--- src/rtl/lcd_cfg_sequencer.sv ---
// lcd_cfg_sequencer: AHB-Lite write master that programs the LCD drive
// register block from a snapshotted configuration vector and launches frames,
// optionally re-launching on every frame completion reported by the drive.
module lcd_cfg_sequencer #(
    parameter int                W_ADDR       = 32,
    parameter int                W_DATA       = 32,
    parameter int                W_SIZE       = 12,
    parameter int                W_DELAY      = 12,
    parameter int                W_FRAME_SIZE = 25,
    parameter int                IMG_PIX_W    = 8,
    parameter logic [W_ADDR-1:0] BASE_ADDR    = 32'h0000_0000
) (
    input  logic                    HCLK,
    input  logic                    HRESETn,
    input  logic                    go,
    input  logic                    loop_en,
    input  logic                    frame_done,
    input  logic [W_SIZE-1:0]       cfg_width,
    input  logic [W_SIZE-1:0]       cfg_height,
    input  logic [W_DELAY-1:0]      cfg_start_up_delay,
    input  logic [W_DELAY-1:0]      cfg_vsync_cycle,
    input  logic [W_DELAY-1:0]      cfg_vsync_delay,
    input  logic [W_DELAY-1:0]      cfg_hsync_delay,
    input  logic [W_DELAY-1:0]      cfg_frame_trans_delay,
    input  logic [W_FRAME_SIZE-1:0] cfg_data_count,
    input  logic                    cfg_br_mode,
    input  logic [IMG_PIX_W-1:0]    cfg_br_value,
    output logic [W_ADDR-1:0]       HADDR,
    output logic [1:0]              HTRANS,
    output logic                    HWRITE,
    output logic [2:0]              HSIZE,
    output logic [2:0]              HBURST,
    output logic [W_DATA-1:0]       HWDATA,
    input  logic                    HREADY,
    input  logic                    HRESP,
    output logic                    busy,
    output logic                    cfg_done,
    output logic                    err,
    output logic [15:0]             frame_cnt
);

    localparam logic [1:0] HTRANS_IDLE   = 2'b00;
    localparam logic [1:0] HTRANS_NONSEQ = 2'b10;
    localparam logic [2:0] HSIZE_WORD    = 3'b010;
    localparam logic [2:0] HBURST_SINGLE = 3'b000;
    localparam logic [3:0] LAST_IDX      = 4'd11;

    typedef enum logic [2:0] {
        S_IDLE,
        S_ADDR,
        S_DATA,
        S_WAIT_FRAME,
        S_ERR
    } state_t;

    state_t                  state_q;
    logic [3:0]              idx_q;
    logic [W_ADDR-1:0]       haddr_q;
    logic [1:0]              htrans_q;
    logic                    hwrite_q;
    logic [W_DATA-1:0]       hwdata_q;
    logic                    busy_q;
    logic                    cfg_done_q;
    logic                    err_q;
    logic [15:0]             frame_cnt_q;

    // Shadow copy of the configuration vector, frozen for the whole sequence
    logic [W_SIZE-1:0]       width_q;
    logic [W_SIZE-1:0]       height_q;
    logic [W_DELAY-1:0]      start_up_delay_q;
    logic [W_DELAY-1:0]      vsync_cycle_q;
    logic [W_DELAY-1:0]      vsync_delay_q;
    logic [W_DELAY-1:0]      hsync_delay_q;
    logic [W_DELAY-1:0]      frame_trans_delay_q;
    logic [W_FRAME_SIZE-1:0] data_count_q;
    logic                    br_mode_q;
    logic [IMG_PIX_W-1:0]    br_value_q;

    logic                    snap_d;
    logic [W_DATA-1:0]       wdata_d;

    // Register offsets are word-spaced in write order, so index*4 is the offset.
    function automatic logic [W_ADDR-1:0] reg_addr(input logic [3:0] idx);
        reg_addr = BASE_ADDR + W_ADDR'({idx, 2'b00});
    endfunction

    // A snapshot is taken exactly when a new sequence is launched.
    always_comb begin
        snap_d = 1'b0;
        if ((state_q == S_IDLE || state_q == S_ERR) && go)
            snap_d = 1'b1;
        else if (state_q == S_WAIT_FRAME && frame_done && loop_en)
            snap_d = 1'b1;
    end

    // Capture configuration inputs into the shadow registers on launch.
    always_ff @(posedge HCLK) begin
        if (snap_d) begin
            width_q             <= cfg_width;
            height_q            <= cfg_height;
            start_up_delay_q    <= cfg_start_up_delay;
            vsync_cycle_q       <= cfg_vsync_cycle;
            vsync_delay_q       <= cfg_vsync_delay;
            hsync_delay_q       <= cfg_hsync_delay;
            frame_trans_delay_q <= cfg_frame_trans_delay;
            data_count_q        <= cfg_data_count;
            br_mode_q           <= cfg_br_mode;
            br_value_q          <= cfg_br_value;
        end
    end

    // Select the zero-extended write data for the current register index.
    always_comb begin
        wdata_d = '0;
        case (idx_q)
            4'd0:    wdata_d = W_DATA'(width_q);
            4'd1:    wdata_d = W_DATA'(height_q);
            4'd2:    wdata_d = W_DATA'(start_up_delay_q);
            4'd3:    wdata_d = W_DATA'(vsync_cycle_q);
            4'd4:    wdata_d = W_DATA'(vsync_delay_q);
            4'd5:    wdata_d = W_DATA'(hsync_delay_q);
            4'd6:    wdata_d = W_DATA'(frame_trans_delay_q);
            4'd7:    wdata_d = W_DATA'(data_count_q);
            4'd8:    wdata_d = W_DATA'(br_mode_q);
            4'd9:    wdata_d = W_DATA'(br_value_q);
            4'd10:   wdata_d = W_DATA'(1);
            default: wdata_d = '0;
        endcase
    end

    // Sequencer FSM with all bus and status outputs registered.
    always_ff @(posedge HCLK or negedge HRESETn) begin
        if (!HRESETn) begin
            state_q     <= S_IDLE;
            idx_q       <= 4'd0;
            haddr_q     <= '0;
            htrans_q    <= HTRANS_IDLE;
            hwrite_q    <= 1'b0;
            hwdata_q    <= '0;
            busy_q      <= 1'b0;
            cfg_done_q  <= 1'b0;
            err_q       <= 1'b0;
            frame_cnt_q <= 16'd0;
        end else begin
            cfg_done_q <= 1'b0;
            case (state_q)
                S_IDLE, S_ERR: begin
                    if (go) begin
                        err_q    <= 1'b0;
                        idx_q    <= 4'd0;
                        state_q  <= S_ADDR;
                        htrans_q <= HTRANS_NONSEQ;
                        hwrite_q <= 1'b1;
                        haddr_q  <= reg_addr(4'd0);
                        busy_q   <= 1'b1;
                    end
                end
                S_ADDR: begin
                    if (HREADY) begin
                        state_q  <= S_DATA;
                        htrans_q <= HTRANS_IDLE;
                        hwdata_q <= wdata_d;
                    end
                end
                S_DATA: begin
                    if (HREADY) begin
                        if (HRESP) begin
                            err_q    <= 1'b1;
                            state_q  <= S_ERR;
                            hwrite_q <= 1'b0;
                            busy_q   <= 1'b0;
                        end else if (idx_q != LAST_IDX) begin
                            idx_q    <= idx_q + 4'd1;
                            state_q  <= S_ADDR;
                            htrans_q <= HTRANS_NONSEQ;
                            haddr_q  <= reg_addr(idx_q + 4'd1);
                        end else begin
                            cfg_done_q <= 1'b1;
                            hwrite_q   <= 1'b0;
                            if (loop_en) begin
                                state_q <= S_WAIT_FRAME;
                            end else begin
                                state_q <= S_IDLE;
                                busy_q  <= 1'b0;
                            end
                        end
                    end
                end
                S_WAIT_FRAME: begin
                    // Frames are counted even when loop_en drops the same cycle.
                    if (frame_done)
                        frame_cnt_q <= frame_cnt_q + 16'd1;
                    if (!loop_en) begin
                        state_q <= S_IDLE;
                        busy_q  <= 1'b0;
                    end else if (frame_done) begin
                        idx_q    <= 4'd0;
                        state_q  <= S_ADDR;
                        htrans_q <= HTRANS_NONSEQ;
                        hwrite_q <= 1'b1;
                        haddr_q  <= reg_addr(4'd0);
                    end
                end
                default: begin
                    state_q  <= S_IDLE;
                    htrans_q <= HTRANS_IDLE;
                    hwrite_q <= 1'b0;
                    busy_q   <= 1'b0;
                end
            endcase
        end
    end

    assign HADDR     = haddr_q;
    assign HTRANS    = htrans_q;
    assign HWRITE    = hwrite_q;
    assign HSIZE     = HSIZE_WORD;
    assign HBURST    = HBURST_SINGLE;
    assign HWDATA    = hwdata_q;
    assign busy      = busy_q;
    assign cfg_done  = cfg_done_q;
    assign err       = err_q;
    assign frame_cnt = frame_cnt_q;

endmodule

--- config.mk ---
export PLATFORM = sky130hd
export DESIGN_NAME = lcd_cfg_sequencer
export DESIGN_NICKNAME = d
export VERILOG_FILES = /design/src/rtl/lcd_cfg_sequencer.sv
export SDC_FILE = /design/constraint.sdc
export NUM_CORES = 1
export LEC_CHECK = 0
export BUFFER_PORTS_ARGS = -buffer_cell sky130_fd_sc_hd__buf_2
export CORE_ASPECT_RATIO = 1.4
export CORE_UTILIZATION = 55
export DETAILED_ROUTE_END_ITERATION = 10
export MAX_ROUTING_LAYER = met4
export PLACE_DENSITY = 0.85
export SYNTH_ARGS = -nofsm -noshare
export SYNTH_HDL_FRONTEND = slang
export SYNTH_SLANG_ARGS = --single-unit
--- constraint.sdc ---
create_clock -name HCLK -period 6.6 [get_ports HCLK]
set_input_delay 0 -clock HCLK [delete_from_list [all_inputs] [get_ports HCLK]]
set_output_delay 0 -clock HCLK [all_outputs]
set_load 0.05 [all_outputs]
==> parameters.txt <==
Parameter                              Value

Run status
  Outcome ... finished, violations left
  Failing checks ... design-rule violations

Pwr
  Combinational cell fraction of total power ... 0.296
  Cell leakage power ... 4.10 nW
  Power per cell area ... 377 nW/um^2
  Peak supply drop ... 0.000252 V
  Sequential Power Share ... 0.433
  Power Total ... 0.00366 W
  Clock network power share ... 0.271
  Switching power total ... 0.00132 W
  Sw Share ... 0.360
  Internal power ... 0.00234 W

Synth
  Synth Area in Adders ... 0.00881
  Mean instance size in the synthesized netlist ... 14.7 sq um
  Post-synth EDFFs ... 118
  Share of the yosys chip area belonging to registers ... 0.686
  Post-synthesis instance area ... 7100 sq um
  Synthesized instance count ... 484
  Yosys Warn Count ... 0
  Parity-gate share of the synthesized area counting xor and xnor cells ... 0.0197
  Number of different library cells in the post-synthesis netlist ... 60
  Flip-flop and latch count after synthesis ... 171
  Post-synthesis share of cell area spent on and, or, nand and nor gates ... 0.0800
  Asr flop ratio synth ... 0.310
  Largest family of logic cells by synthesized area ... compound AO/OA/AOI/OAI gates
  Multiplexer fraction of the synthesized cell area ... 0.0153
  Compound-cell area share of the yosys netlist ... 0.123
  Dominant synthesized flop cell ... edfxtp_1

Placed design
  Placed Cells incl. Taps ... 785
  Routability congestion estimate from global placement ... 0.906
  Post-detail-place hpwl ... 10,300 um
  Setup slack after placement ... 3.55 ns
  Port Buffers ... 174

Global routing
  Remaining global-route overflow ... 0
  Antenna violations before repair ... 0
  Largest net degree at the start of global routing ... 82
  Number of global-route vias before repair ... 5,663
  First-pass GRT wire length ... 30,200 um
  Total Routing Usage GR ... 0.317

Critical path
  Endpoint of the lowest-slack register-to-register path ... height_q[9]
  Family with the most delay on the worst path ... buffers and inverters
  Cell with the largest stage delay on the worst path ... buf_4
  Cells along the critical path ... and2_1 -> nor2b_1 -> a22o_4 -> buf_4
  Max Fanout on Critical Path ... 81
  Worst Path Buf+Inv ... 1
  Source of the worst register-to-register timing path ... state_q[0]
  Setup crit end kind ... flip-flop
  CP max stage delay ... 0.86 ns
  Endpoint required time on the critical path ... 6.64 ns
  Slack of the worst reg-to-reg path ... 3.47 ns
  Type of the setup path with the least slack ... flip-flop to flip-flop
  Crit path arrival time ... 3.17 ns
  Kind of launch point of the worst setup path ... flip-flop
  Logic depth of the worst register-to-register path ... 4

Clock network
  Clock latency reported for the late side of the worst-skew pair ... 0.43 ns
  Bufs on Longest Clock Path ... 2
  Number of instances resized during post-cts repair ... 0
  Number of buffers added for setup after CTS ... 0
  Hold buffer count at cts ... 123
  Clock transition at the register clock pins on the worst setup and hold paths after CTS ... 0.06 ns
  Clock tree from TritonCTS ... built
  Clock buffer count from CTS ... 17
  Count of clock tree sinks ... 171
  Number of H-tree levels ... 4
  Clock tree root buffer cell ... clkbuf_16

Hold path
  Count of cells along the worst hold path ... 3
  Worst hold endpoint ... state_q[1]
  Type of the most critical hold path ... input port to flip-flop
  HP Start ... HREADY

Timing
  Setup clock skew after layout ... 0.0147 ns
  Final min period ... 3.13 ns
  Maximum clock frequency ... 0.319 GHz
  Least-Margin Pin Slew ... 1.26 ns
  Final Setup Violations ... 0
  Max_slew headroom ... 0.159
  Final cycle utilization of the critical path ... 0.475
  Setup repair after global routing missed its margin ... false
  Final setup slack of the worst path ... 3.47 ns
  Final Hold Slack ... 0.0208 ns
  Number of max-slew violations in the final report ... 0
  Total count of hold-check failures in the final report ... 0
  Setup tns final ... 0 ns

Job
  Max Cap Violations ... 0

Route
  ANT nets after route ... 0
  Avg WL per Cell ... 21.3 um
  Vias per cell ... 5.81
  Iteration-0 DRC Markers ... 518
  Number of iterations in the first detailed-routing pass ... 9
  Detailed-route wire length ... 20,000 um
  Total vias in the final route ... 5,462
  Final routed DRC violation total ... 18

Finish
  Final net count ... 907
  Final cell count without fillers ... 940
  Area grow syn2layout ... 36.8%
  Ant. Diodes ... 0
  Share of post-route cells with drive strength above 1 ... 0.296
  Fillers ... 701
  Area taken by multi-input logic gates ... 1920 sq um
  FF+latch area ... 4870 sq um

Floorplan
  DIE AREA ... 13,400 sq um
  Horizontal extent of the die ... 98.0 um
  Boundary pin count ... 217
  Chip height ... 136 um
  Initial Utilization ... 0.571
  Number of standard-cell rows in the floorplan ... 48
  Placeable Area ... 12,400 sq um
==> registers in the layout, indices dropped and copies added (netlist names), 4 cells and up <==
register             cells
HWDATA                  25
data_count_q            25
frame_cnt               16
frame_trans_delay_q     12
height_q                12
hsync_delay_q           12
start_up_delay_q        12
vsync_cycle_q           12
vsync_delay_q           12
width_q                 12
br_value_q               8
idx_q                    4
==> routing by layer <==
| layer | wire length [um] | share of wire | global-route usage |
|---|---|---|---|
| met3 | 1630 | 0.081 | 0.0524 |
| met2 | 10600 | 0.53 | 0.554 |
| met4 | 835 | 0.042 | 0.167 |
| met1 | 6970 | 0.35 | 0.349 |
| met5 | 0 | 0 | - |
==> how the worst max path moves through the flow <==
stage	startpoint	to	depth (start not counted)
finish	state_q[0]	height_q[9]	4
CTS	state_q[0]	hsync_delay_q[4]	4
detailed placement	state_q[0]	height_q[10]	4
global placement	state_q[0]	vsync_cycle_q[10]	4
global route	state_q[0]	width_q[9]	4
floorplan	state_q[2]	br_mode_q	4
==> placed cells by master, fill, tap and decap left out, types with 8 or more instances in the layout <==
cell type,n
a21oi_1,9
a222oi_1,11
a22o_1,30
a22oi_1,8
a31oi_1,9
buf_2,174
clkbuf_16,17
conb_1,42
dfrtp_1,53
dlygate4sd3_1,123
edfxtp_1,118
inv_1,8
nand2_1,19
nand3_1,14
nor2_1,13
o21ai_0,9
xnor2_1,12
==> per-stage QoR <==
stage	util	instance area, sq um
global route	0.782	9720
detailed placement	0.636	7910
CTS	0.782	9720
finish	0.782	9720
global placement	0.636	7910
floorplan	-	7250
==> synthesized netlist by cell type, drive strengths merged (2+ instances only) <==
cell type  count  area [sq um]
nor3           7          45.0
o31ai          3          22.5
a32oi          3          26.3
mux2i          3          30.0
buf           60           414
ha             5          62.6
or3            4          25.0
o221ai         4          35.0
xnor2         12           105
a21oi          9          45.0
o221a          4          45.0
nor2          13          48.8
inv            8          30.0
nand2b         8          57.6
nor4           6          65.1
or2            4          27.5
conb           2          7.51
a222oi        11           110
and3           4          25.0
edfxtp       118          3540
o311ai         2          17.5
a22o          31           272
a22oi          8          60.1
or3b           2          17.5
mux2           7          78.8
nand2         19          71.3
clkbuf         8          30.0
nand4b         2          32.5
a211o          2          17.5
a221oi         3          26.3
a31oi          9          56.3
nor2b          4          25.0
o21ai          9          45.0
nand4          4          25.0
a21o           2          15.0
nand3         14          70.1
dfrtp         53          1330
xor2           4          35.0
==> logic make-up after synthesis <==
logic type	count (synthesis)
other	2
AOI/OAI and AO/OA	109
DFF	171
adders and majority gates	5
buffers and inverters	76
xor gates and xnor gates	16
muxes	10
and+or+nand+nor	95
==> power by group through the flow <==
stage	registers, W	clock network, W	logic [W]
after floorplan	0.00177	0	0.000565
after global placement	0.00156	0	0.000954
after detailed placement	0.00158	0	0.000980
after CTS	0.00156	0.000978	0.00105
after global routing	0.00160	0.00104	0.00114
final	0.00158	0.000993	0.00109
==> tightest hold or removal path: stages <==
cell     delay, ns
buf_2         0.12
a31oi_1       0.10
o22ai_1       0.16
==> layout make-up <==
| cell class | instances | share of cell area |
|---|---|---|
| Sequential cell | 171 | 0.501 |
| Timing Repair Buffer | 302 | 0.220 |
| Multi-Input combinational cell | 277 | 0.197 |
| Clock buffer | 19 | 0.0446 |
| Tap cell | 150 | 0.0193 |
| Clock inverter | 13 | 0.0144 |
| Inverter | 8 | 0.00309 |
(Power assumes the default switching activity.)
